[config.mk]
export PLATFORM = sky130hd
export DESIGN_NAME = serial_frame_tx
export DESIGN_NICKNAME = d
export VERILOG_FILES = /design/src/rtl/serial_frame_pkg.sv /design/src/rtl/serial_bit_tick.sv /design/src/rtl/serial_frame_tx.sv
export SDC_FILE = /design/constraint.sdc
export NUM_CORES = 1
export LEC_CHECK = 0
export ABC_AREA = 0
export BUFFER_PORTS_ARGS = -buffer_cell sky130_fd_sc_hd__buf_2
export CORE_MARGIN = 5
export CORE_UTILIZATION = 45
export CTS_CLUSTER_DIAMETER = 120
export DETAILED_ROUTE_END_ITERATION = 16
export HOLD_SLACK_MARGIN = 0.05
export PLACE_DENSITY_LB_ADDON = 0.15
export SYNTH_ARGS = -nofsm -noshare
export SYNTH_HDL_FRONTEND = slang
export SYNTH_SLANG_ARGS = --single-unit
[constraint.sdc]
create_clock -name clk_i -period 1.4 [get_ports clk_i]
set_clock_uncertainty 0.05 [all_clocks]
set_input_delay 0.14 -clock clk_i [delete_from_list [all_inputs] [get_ports clk_i]]
set_output_delay 0.14 -clock clk_i [all_outputs]
set_load 0.03 [all_outputs]
[src/rtl/serial_frame_pkg.sv]
// serial_frame_pkg
//   Shared types and defaults for the serial frame transmitter.
//   - tx_state_e : transmitter FSM states (IDLE, SHIFT, GAP)
//   - DEF_*      : default parameter values
//   - frame_len(): serial bits per frame; one more than the word width when
//                  SERIAL_FRAME_TX_PARITY_EN is defined (trailing even-parity bit)
package serial_frame_pkg;

    typedef enum logic [1:0] {
        IDLE  = 2'd0,
        SHIFT = 2'd1,
        GAP   = 2'd2
    } tx_state_e;

    localparam int DEF_DATA_W       = 10;
    localparam int DEF_CLKS_PER_BIT = 4;
    localparam int DEF_GAP_BITS     = 2;

    function automatic int frame_len(input int data_w);
`ifdef SERIAL_FRAME_TX_PARITY_EN
        return data_w + 1;
`else
        return data_w;
`endif
    endfunction

endpackage

[src/rtl/serial_bit_tick.sv]
// serial_bit_tick
//   Bit-period divider for the serial frame transmitter. Counts clocks while
//   enabled and flags the last clock of each CLKS_PER_BIT-long bit period.
// Ports
//   clk_i   : clock, rising edge
//   rst_i   : synchronous reset, active-low
//   clear_i : restart the bit period (frame accept)
//   en_i    : count this clock
//   tick_o  : last clock of the current bit period
//   cnt_o   : clock index within the current bit period
module serial_bit_tick #(
    parameter int CLKS_PER_BIT = 4,
    parameter int CW           = $clog2(CLKS_PER_BIT + 1)
) (
    input  logic          clk_i,
    input  logic          rst_i,
    input  logic          clear_i,
    input  logic          en_i,
    output logic          tick_o,
    output logic [CW-1:0] cnt_o
);

    assign tick_o = en_i && (cnt_o == CW'(CLKS_PER_BIT - 1));

    // NOTE: registers are written with <= so every flop samples pre-edge values.
    always_ff @(posedge clk_i) begin
        if (!rst_i) begin
            cnt_o <= '0;
        end else if (clear_i) begin
            cnt_o <= '0;
        end else if (en_i) begin
            cnt_o <= tick_o ? '0 : cnt_o + CW'(1);
        end
    end

endmodule

[src/rtl/serial_frame_tx.sv]
// serial_frame_tx
//   Parallel-to-serial frame transmitter. Accepts a DATA_W-bit word on a
//   valid/ready handshake and sends it LSB first, each bit held CLKS_PER_BIT
//   clocks, followed by GAP_BITS idle bit periods at level 0.
//   Optional feature macro: SERIAL_FRAME_TX_PARITY_EN appends an even-parity
//   bit (^word) after the payload.
// Ports
//   clk_i   : clock, rising edge
//   rst_i   : synchronous reset, active-low
//   data_i  : word to transmit
//   valid_i : data_i valid
//   ready_o : word can be accepted this cycle (IDLE only)
//   data_o  : serial stream, LSB first, idle level 0
//   ena_o   : one-clock pulse on the first clock of bit 0
//   busy_o  : high from accept until the end of the gap
//   done_o  : one-clock pulse on the last clock of the final frame bit
module serial_frame_tx
    import serial_frame_pkg::*;
#(
    parameter int DATA_W       = DEF_DATA_W,
    parameter int CLKS_PER_BIT = DEF_CLKS_PER_BIT,
    parameter int GAP_BITS     = DEF_GAP_BITS
) (
    input  logic              clk_i,
    input  logic              rst_i,
    input  logic [DATA_W-1:0] data_i,
    input  logic              valid_i,
    output logic              ready_o,
    output logic              data_o,
    output logic              ena_o,
    output logic              busy_o,
    output logic              done_o
);

    localparam int FRAME_LEN = frame_len(DATA_W);
    localparam int CW        = $clog2(CLKS_PER_BIT + 1);
    localparam int BW        = $clog2(FRAME_LEN + 1);
    localparam int GW        = (GAP_BITS > 0) ? $clog2(GAP_BITS + 1) : 1;

    tx_state_e            state;
    logic [FRAME_LEN-1:0] shreg;
    logic [FRAME_LEN-1:0] load_word;
    logic [BW-1:0]        bit_cnt;
    logic [BW-1:0]        bit_nxt;
    logic [GW-1:0]        gap_cnt;
    logic [CW-1:0]        clk_cnt;
    logic [CW-1:0]        clk_nxt;
    logic                 tick;
    logic                 accept;
    logic                 done_nxt;

    assign accept = ready_o && valid_i;

`ifdef SERIAL_FRAME_TX_PARITY_EN
    assign load_word = {^data_i, data_i};
`else
    assign load_word = data_i;
`endif

    // The shift register empties to zero as it shifts, so the gap and idle
    // level come out of it for free.
    assign data_o = shreg[0];

    serial_bit_tick #(
        .CLKS_PER_BIT (CLKS_PER_BIT),
        .CW           (CW)
    ) u_tick (
        .clk_i   (clk_i),
        .rst_i   (rst_i),
        .clear_i (accept),
        .en_i    (state != IDLE),
        .tick_o  (tick),
        .cnt_o   (clk_cnt)
    );

    // done_o is registered, so it is computed from the bit position the
    // transmitter will occupy on the next clock.
    // NOTE: every always_comb output gets a default first so no latch is inferred.
    always_comb begin
        clk_nxt  = tick ? '0 : clk_cnt + CW'(1);
        bit_nxt  = tick ? bit_cnt + BW'(1) : bit_cnt;
        done_nxt = (state == SHIFT) && (bit_nxt == BW'(FRAME_LEN - 1))
                   && (clk_nxt == CW'(CLKS_PER_BIT - 1));
        if (accept) begin
            done_nxt = (FRAME_LEN == 1) && (CLKS_PER_BIT == 1);
        end
    end

    always_ff @(posedge clk_i) begin
        if (!rst_i) begin
            state   <= IDLE;
            shreg   <= '0;
            bit_cnt <= '0;
            gap_cnt <= '0;
            ready_o <= 1'b1;
            ena_o   <= 1'b0;
            busy_o  <= 1'b0;
            done_o  <= 1'b0;
        end else begin
            ena_o  <= accept;
            done_o <= done_nxt;
            case (state)
                IDLE: begin
                    if (accept) begin
                        state   <= SHIFT;
                        shreg   <= load_word;
                        bit_cnt <= '0;
                        ready_o <= 1'b0;
                        busy_o  <= 1'b1;
                    end
                end
                SHIFT: begin
                    if (tick) begin
                        shreg <= shreg >> 1;
                        if (bit_cnt == BW'(FRAME_LEN - 1)) begin
                            bit_cnt <= '0;
                            gap_cnt <= '0;
                            if (GAP_BITS == 0) begin
                                state   <= IDLE;
                                ready_o <= 1'b1;
                                busy_o  <= 1'b0;
                            end else begin
                                state <= GAP;
                            end
                        end else begin
                            bit_cnt <= bit_cnt + BW'(1);
                        end
                    end
                end
                GAP: begin
                    if (tick) begin
                        if (gap_cnt == GW'(GAP_BITS - 1)) begin
                            state   <= IDLE;
                            ready_o <= 1'b1;
                            busy_o  <= 1'b0;
                        end else begin
                            gap_cnt <= gap_cnt + GW'(1);
                        end
                    end
                end
                default: begin
                    state   <= IDLE;
                    ready_o <= 1'b1;
                    busy_o  <= 1'b0;
                end
            endcase
        end
    end

endmodule

After elaboration in Yosys (flattened, before gate mapping) --
Index checks and enable logic that the tools add are counted. W data, S select, Z words.
Cells by class: muxes and demuxes 28, bitwise logic cells 2, add/subtract/negate cells 3, eq/ne operators 13, reductions and logical operators 13
Operators with widths (number):
- $mux W10 | 2
- $pmux W10 S2 | 1
- $mux W2 | 9
- $mux W4 | 4
- $ne A2 B2 Y1 const B | 5
- $reduce_and A5 Y1 | 2
- $eq A4 B4 Y1 const B | 2
- $pmux W4 S2 | 1
- $eq A3 B2 Y1 const B | 2
- $mux W1 | 6
- $pmux W1 S3 | 2
- $pmux W2 S3 | 1
- $reduce_bool A2 Y1 | 3
- $add A4 B1 Y4 const B | 1
- $eq A2 B1 Y1 const B | 2
- $logic_and A1 B1 Y1 | 4
- $pmux W2 S2 | 1
- $reduce_and A4 Y1 | 1
- $add A3 B1 Y3 const B | 1
- $mux W3 | 1
- $reduce_and A3 Y1 | 1
- $add A2 B1 Y2 const B | 1
- $eq A2 B2 Y1 const B | 1
- $logic_not A2 Y1 | 1
- other kinds (3) | 4
Storage, ports and cells: output and inout bits 5, word-level logic and storage cells 68, bits in registers 25, bits of input ports 13

Longest topological paths before layout --
word-level depth 6, gate-level depth with buffers 5, depth with buffers taken out 5

Cells and area by module --
From an unflattened synthesis, not the netlist that was laid out.
Unflattened totals: cells, all modules 142, area, all modules 1231.2 um^2
By module, submodules not included:
- serial_frame_tx | instances 1, area each 1096.1 um^2, cells an instance 128, seq. area each 440.4 um^2
- serial_bit_tick | instances 1, area each 135.1 um^2, cells an instance 14, seq. area each 60.1 um^2

Least setup slack after synthesis --
OpenSTA, ideal clock, no wires.
kind register to register, start point register u_tick.cnt_o[0], end point register busy_o, cell stages (with the launch flop) 5, period minus slack after synthesis 1.382 ns, data arrival time 1.257 ns, required time 1.276 ns, buffers on the path 0, slack 0.018 ns, library setup time 0.074 ns, cells stage by stage dfxtp_1 > ha_1 > and3b_1 > or3b_1 > a31oi_1
On the way: longest elaborated chain between the ends 4
RTL lines:
- start: declaration | RTL line serial_bit_tick.sv:20 | output logic [CW-1:0] cnt_o
- start signal: assignment | RTL line serial_bit_tick.sv:32 | cnt_o <= tick_o ? '0 : cnt_o + CW'(1);
- $eq A3 B2 Y1 | RTL line serial_bit_tick.sv:23 | assign tick_o = en_i && (cnt_o == CW'(CLKS_PER_BIT - 1));
- $logic_and A1 B1 Y1 | RTL line serial_bit_tick.sv:23
- $ne A2 B2 Y1 (no line)
- $reduce_and A4 Y1 (no line)
- end signal: assignment | RTL line serial_frame_tx.sv:97 | busy_o <= 1'b0;
- end signal: assignment | RTL line serial_frame_tx.sv:109 | busy_o <= 1'b1;
- end signal: assignment | RTL line serial_frame_tx.sv:121 | busy_o <= 1'b0;
- end: declaration | RTL line serial_frame_tx.sv:31 | output logic busy_o,
Every way passes these cells. A chain may end at the register's enable or synchronous reset.

Worst setup path after layout --
start point register u_tick.cnt_o[0], end point register shreg[8]
On the way: longest elaborated chain between the ends 4
RTL lines:
- $eq A3 B2 Y1 | RTL line serial_bit_tick.sv:23
- $logic_and A1 B1 Y1 | RTL line serial_bit_tick.sv:23
- $ne A2 B2 Y1 (no line)
- $reduce_and A3 Y1 (no line)
- end signal: assignment | RTL line serial_frame_tx.sv:106 | shreg <= load_word;
- end signal: assignment | RTL line serial_frame_tx.sv:114 | shreg <= shreg >> 1;
- end: declaration | RTL line serial_frame_tx.sv:41 | logic [FRAME_LEN-1:0] shreg;
Every way passes these cells.

==> flow_results.org <==
** Run status
- Status :: complete, no violations

** Pwr
- Total internal power :: 1.01 mW
- Leakage power :: 0.636 nW
- Sw Ratio :: 0.288
- VDD IR-drop max :: 0.681 mV
- Sequential power share :: 0.562
- Power density normalized to cell area :: 911 nW/um^2
- Psw :: 408 uW
- Of the total power, the clock network draws 0.230.
- Part of the total power dissipated in combinational logic :: 0.208

** Critical path
- Setup slack of the worst register-to-register path :: 0.03 ns
- The worst setup path is captured at a register.
- The setup path with the least slack is of type reg2reg.
- Data required time of the worst path :: 1.60 ns
- Highest net fanout along the worst path :: 6
- Reg2reg start :: u_tick.cnt_o[0]$_SDFFE_PP0N_
- STA classifies the critical path startpoint as a register.
- Logic depth of the worst register-to-register path :: 5
- The worst register-to-register path ends at shreg[8]$_SDFFE_PN0P_.
- CP Data Arrival Time :: 1.57 ns

** Clock tree
- CTS Buf Count :: 3
- Number of buffers on the longest clock path :: 2
- Clock-pin slew was measured on the worst setup and hold paths at 0.14 ns.
- Clock tree from TritonCTS :: yes
- CTS saw 25 sinks.
- Worst-skew pair later-pin latency :: 0.32 ns
- The root buffer cell chosen for the clock tree is sky130_fd_sc_hd__clkbuf_4.
- CTS built an H-tree with a depth of 1.

** STA
- Post-layout minimum cycle time :: 1.37 ns
- In the post-route analysis, the smallest setup slack over all paths is 0.0286 ns.
- Endpoints failing setup :: 0
- Headroom to the max-slew limit came out at 0.790.
- The hold violation total from the final report is 0.
- Slew at the pin closest to its max-slew limit :: 0.315 ns
- Maximum achievable frequency :: 0.729 GHz
- The final number of max-transition violations was 0.
- In the finished design, the share of the clock period the worst path needs comes to 0.980.
- Setup repair after global routing could not meet its margin everywhere.

** Route
- Drt first-iter violations :: 44
- Once detail routing completed, the nets flagged for antenna violations numbered 0.
- Using the TritonRoute via totals, the vias-per-cell ratio works out to 5.57.
- Post-route DRC :: 0
- Routed len/inst :: 13.8 um
- For this block, the routed nets add up to 2720 um of wire.
- Detailed routing inserted a total of 1,098 vias.
- The pre-antenna-repair detailed-routing pass consisted of 4 iterations.

** Logic synthesis
- Proportion of register bits with asynchronous set or reset after synthesis :: 0
- Dominant register cell in the synthesized netlist :: sky130_fd_sc_hd__dfxtp_1
- Post-Syn Instances :: 134
- Distinct cell type count of the synthesized netlist :: 39
- When the netlist entered floorplanning its net count stood at 151.
- After synthesis the netlist holds a flip-flop and latch count of 25.
- Average instance area after synthesis :: 9.34 um^2
- Count of flip-flops with a built-in enable after synthesis :: 0
- Post-synthesis instance area :: 1250 um^2
- Sequential cell area fraction in the yosys report :: 0.400
- The Yosys step of the flow raised 0 warnings.

** Min path
- Worst min-delay path class :: in2reg
- In this run the most critical hold path is launched from valid_i.
- Hold path depth :: 3
- Sink of the worst hold path :: ena_o$_SDFF_PN0_

** Final layout
- Of the cells placed in the final design, the portion with a size suffix greater than 1 is 0.325.
- The number of antenna diodes in the final layout is 0.
- The filler cells instantiated in the layout total 261.
- After the last flow step, the layout net total stands at 184.
- In the layout the commonest cells are sky130_fd_sc_hd__dfxtp_1, sky130_fd_sc_hd__buf_4, sky130_fd_sc_hd__buf_2.
- Relative area change from synthesis to final layout :: 24.1%
- Most common library cell in the layout ignoring fill and taps :: sky130_fd_sc_hd__dfxtp_1
- Summing all multi-input logic gate instances after layout gives 699 um^2.
- Once layout is complete, the utilization of the core stands at 0.573.
- Sequential standard cell area :: 510 um^2

** Die
- The initial utilization of the core area, before any placement, comes to 0.462.
- Die Area :: 3940 um^2
- Total number of placement rows :: 19
- In this run the horizontal extent of the chip is 62.7 um.
- In this run the vertical extent of the chip is 62.7 um.
- Core Box Area :: 2710 um^2
- 18 I/O pins were placed.

** Global routing
- The first global-routing pass estimated 4640 um of wire.
- The via count of the first global-routing pass came to 1,046.
- Pin count of the biggest net entering global routing :: 15
- Gr usage total :: 0.141
- Leftover overflow at the end of global routing :: 0
- The initial antenna violation count is 0.

** Placement
- Detailed Place HPWL :: 2030 um
- Pre-CTS setup slack :: -0.0920 ns
- Number of buffer cells added on primary ports :: 17
- At the end of routability-driven placement, the weighted congestion stood at 0.875.

** Run
- Across the run, the number of max-cap violations was 0.
==> timing repair <==
item                                    in CTS  in global routing
cloned                                       0                  1
endpoints found under the setup margin      17                 16
setup buffers                                0                  1
hold endpoints to repair                     1                  0
hold buffers                                 1                  0
pin swaps                                    1                  8
gates resized for setup                     11                  6
==> power by group through the flow <==
stage / clock network [mW] / registers [mW] / logic (mW)
after floorplan: 0 / 0.826 / 0.173
after global placement: 0 / 0.806 / 0.280
after detailed placement: 0 / 0.810 / 0.287
after CTS: 0.335 / 0.796 / 0.294
after global routing: 0.369 / 0.802 / 0.327
final: 0.326 / 0.795 / 0.294
==> worst max-delay path by stage <==
stage | from | to | depth (start not counted)
final | u_tick.cnt_o[0]$_SDFFE_PP0N_ | shreg[8]$_SDFFE_PN0P_ | 5
after global placement | u_tick.cnt_o[0]$_SDFFE_PP0N_ | gap_cnt[1]$_SDFFE_PN0P_ | 4
after detailed placement | u_tick.cnt_o[0]$_SDFFE_PP0N_ | shreg[1]$_SDFFE_PN0P_ | 5
after global routing | bit_cnt[0]$_SDFFE_PN0P_ | gap_cnt[0]$_SDFFE_PN0P_ | 4
after CTS | gap_cnt[1]$_SDFFE_PN0P_ | busy_o$_SDFFE_PN0P_ | 5
after floorplan | u_tick.cnt_o[0]$_SDFFE_PP0N_ | busy_o$_SDFFE_PN0P_ | 4
==> state kept, by name, indices dropped and copies added, names as in the netlist <==
signal,flops
u_tick.cnt_o,3
ena_o,1
bit_cnt,4
done_o,1
state,2
gap_cnt,2
ready_o,1
busy_o,1
shreg,10
==> synth_stat cells, types with 3 or more instances <==
cell type                   n  area share
sky130_fd_sc_hd__a211oi_1   9       0.054
sky130_fd_sc_hd__a21oi_1    3       0.012
sky130_fd_sc_hd__buf_2      4       0.016
sky130_fd_sc_hd__buf_4      4       0.024
sky130_fd_sc_hd__dfxtp_1   25        0.40
sky130_fd_sc_hd__ha_1       4       0.040
sky130_fd_sc_hd__inv_1      6       0.018
sky130_fd_sc_hd__mux2i_1   11       0.088
sky130_fd_sc_hd__nand2_1   13       0.039
sky130_fd_sc_hd__nand2b_1   4       0.020
sky130_fd_sc_hd__nand3b_1   3       0.018
sky130_fd_sc_hd__nor2_1     5       0.015
sky130_fd_sc_hd__nor3_1    11       0.044
==> logic make-up (layout without fill, tap and decap cells) <==
logic type | Yosys count | in the layout | synth area share
compound gates | 28 | 28 | 0.171
fa+ha+maj | 4 | 4 | 0.0400
buf+inv | 15 | 47 | 0.0610
flops | 25 | 25 | 0.400
mux | 11 | 11 | 0.0880
simple gates | 51 | 51 | 0.240
==> per-stage QoR <==
| stage | TNS [ns] | instance area, um^2 | hold WS [ns] | cells | total power [mW] |
|---|---|---|---|---|---|
| 2_1_floorplan | 0 | 1250 | 0.230 | 134 | 0.999 |
| 3_3_place_gp | -0.00680 | 1460 | 0.339 | 190 | 1.09 |
| 3_5_place_dp | -0.699 | 1460 | 0.347 | 190 | 1.10 |
| 4_1_cts | 0 | 1520 | 0.0863 | 195 | 1.42 |
| 5_1_grt | -0.400 | 1550 | 0.0916 | 197 | 1.50 |
| 6_report | 0 | 1550 | 0.0853 | 197 | 1.41 |
==> routing by layer <==
metal,part of all wire,track usage,up-vias
li1,-,-,567
met1,0.47,0.180,508
met2,0.47,0.228,19
met3,0.041,0.0396,4
met4,0.011,0.0477,0
met5,0,0,-
==> area by class of cell <==
class / instances / area share
clock buffer: 3 / 0.0145
clock inverter: 1 / 0.00322
inverter: 6 / 0.0145
multi-input combinational: 94 / 0.450
sequential: 25 / 0.329
tap: 31 / 0.0250
timing repair buffer: 37 / 0.164
==> worst max-delay path, cell delays in order, from the launching register on <==
cell	delay, ns
sky130_fd_sc_hd__dfxtp_2	0.38
sky130_fd_sc_hd__ha_4	0.17
sky130_fd_sc_hd__and4bb_2	0.30
sky130_fd_sc_hd__buf_4	0.16
sky130_fd_sc_hd__nor3_1	0.05
sky130_fd_sc_hd__a211oi_1	0.20
No activity file was read; power rests on OpenSTA's default activity.
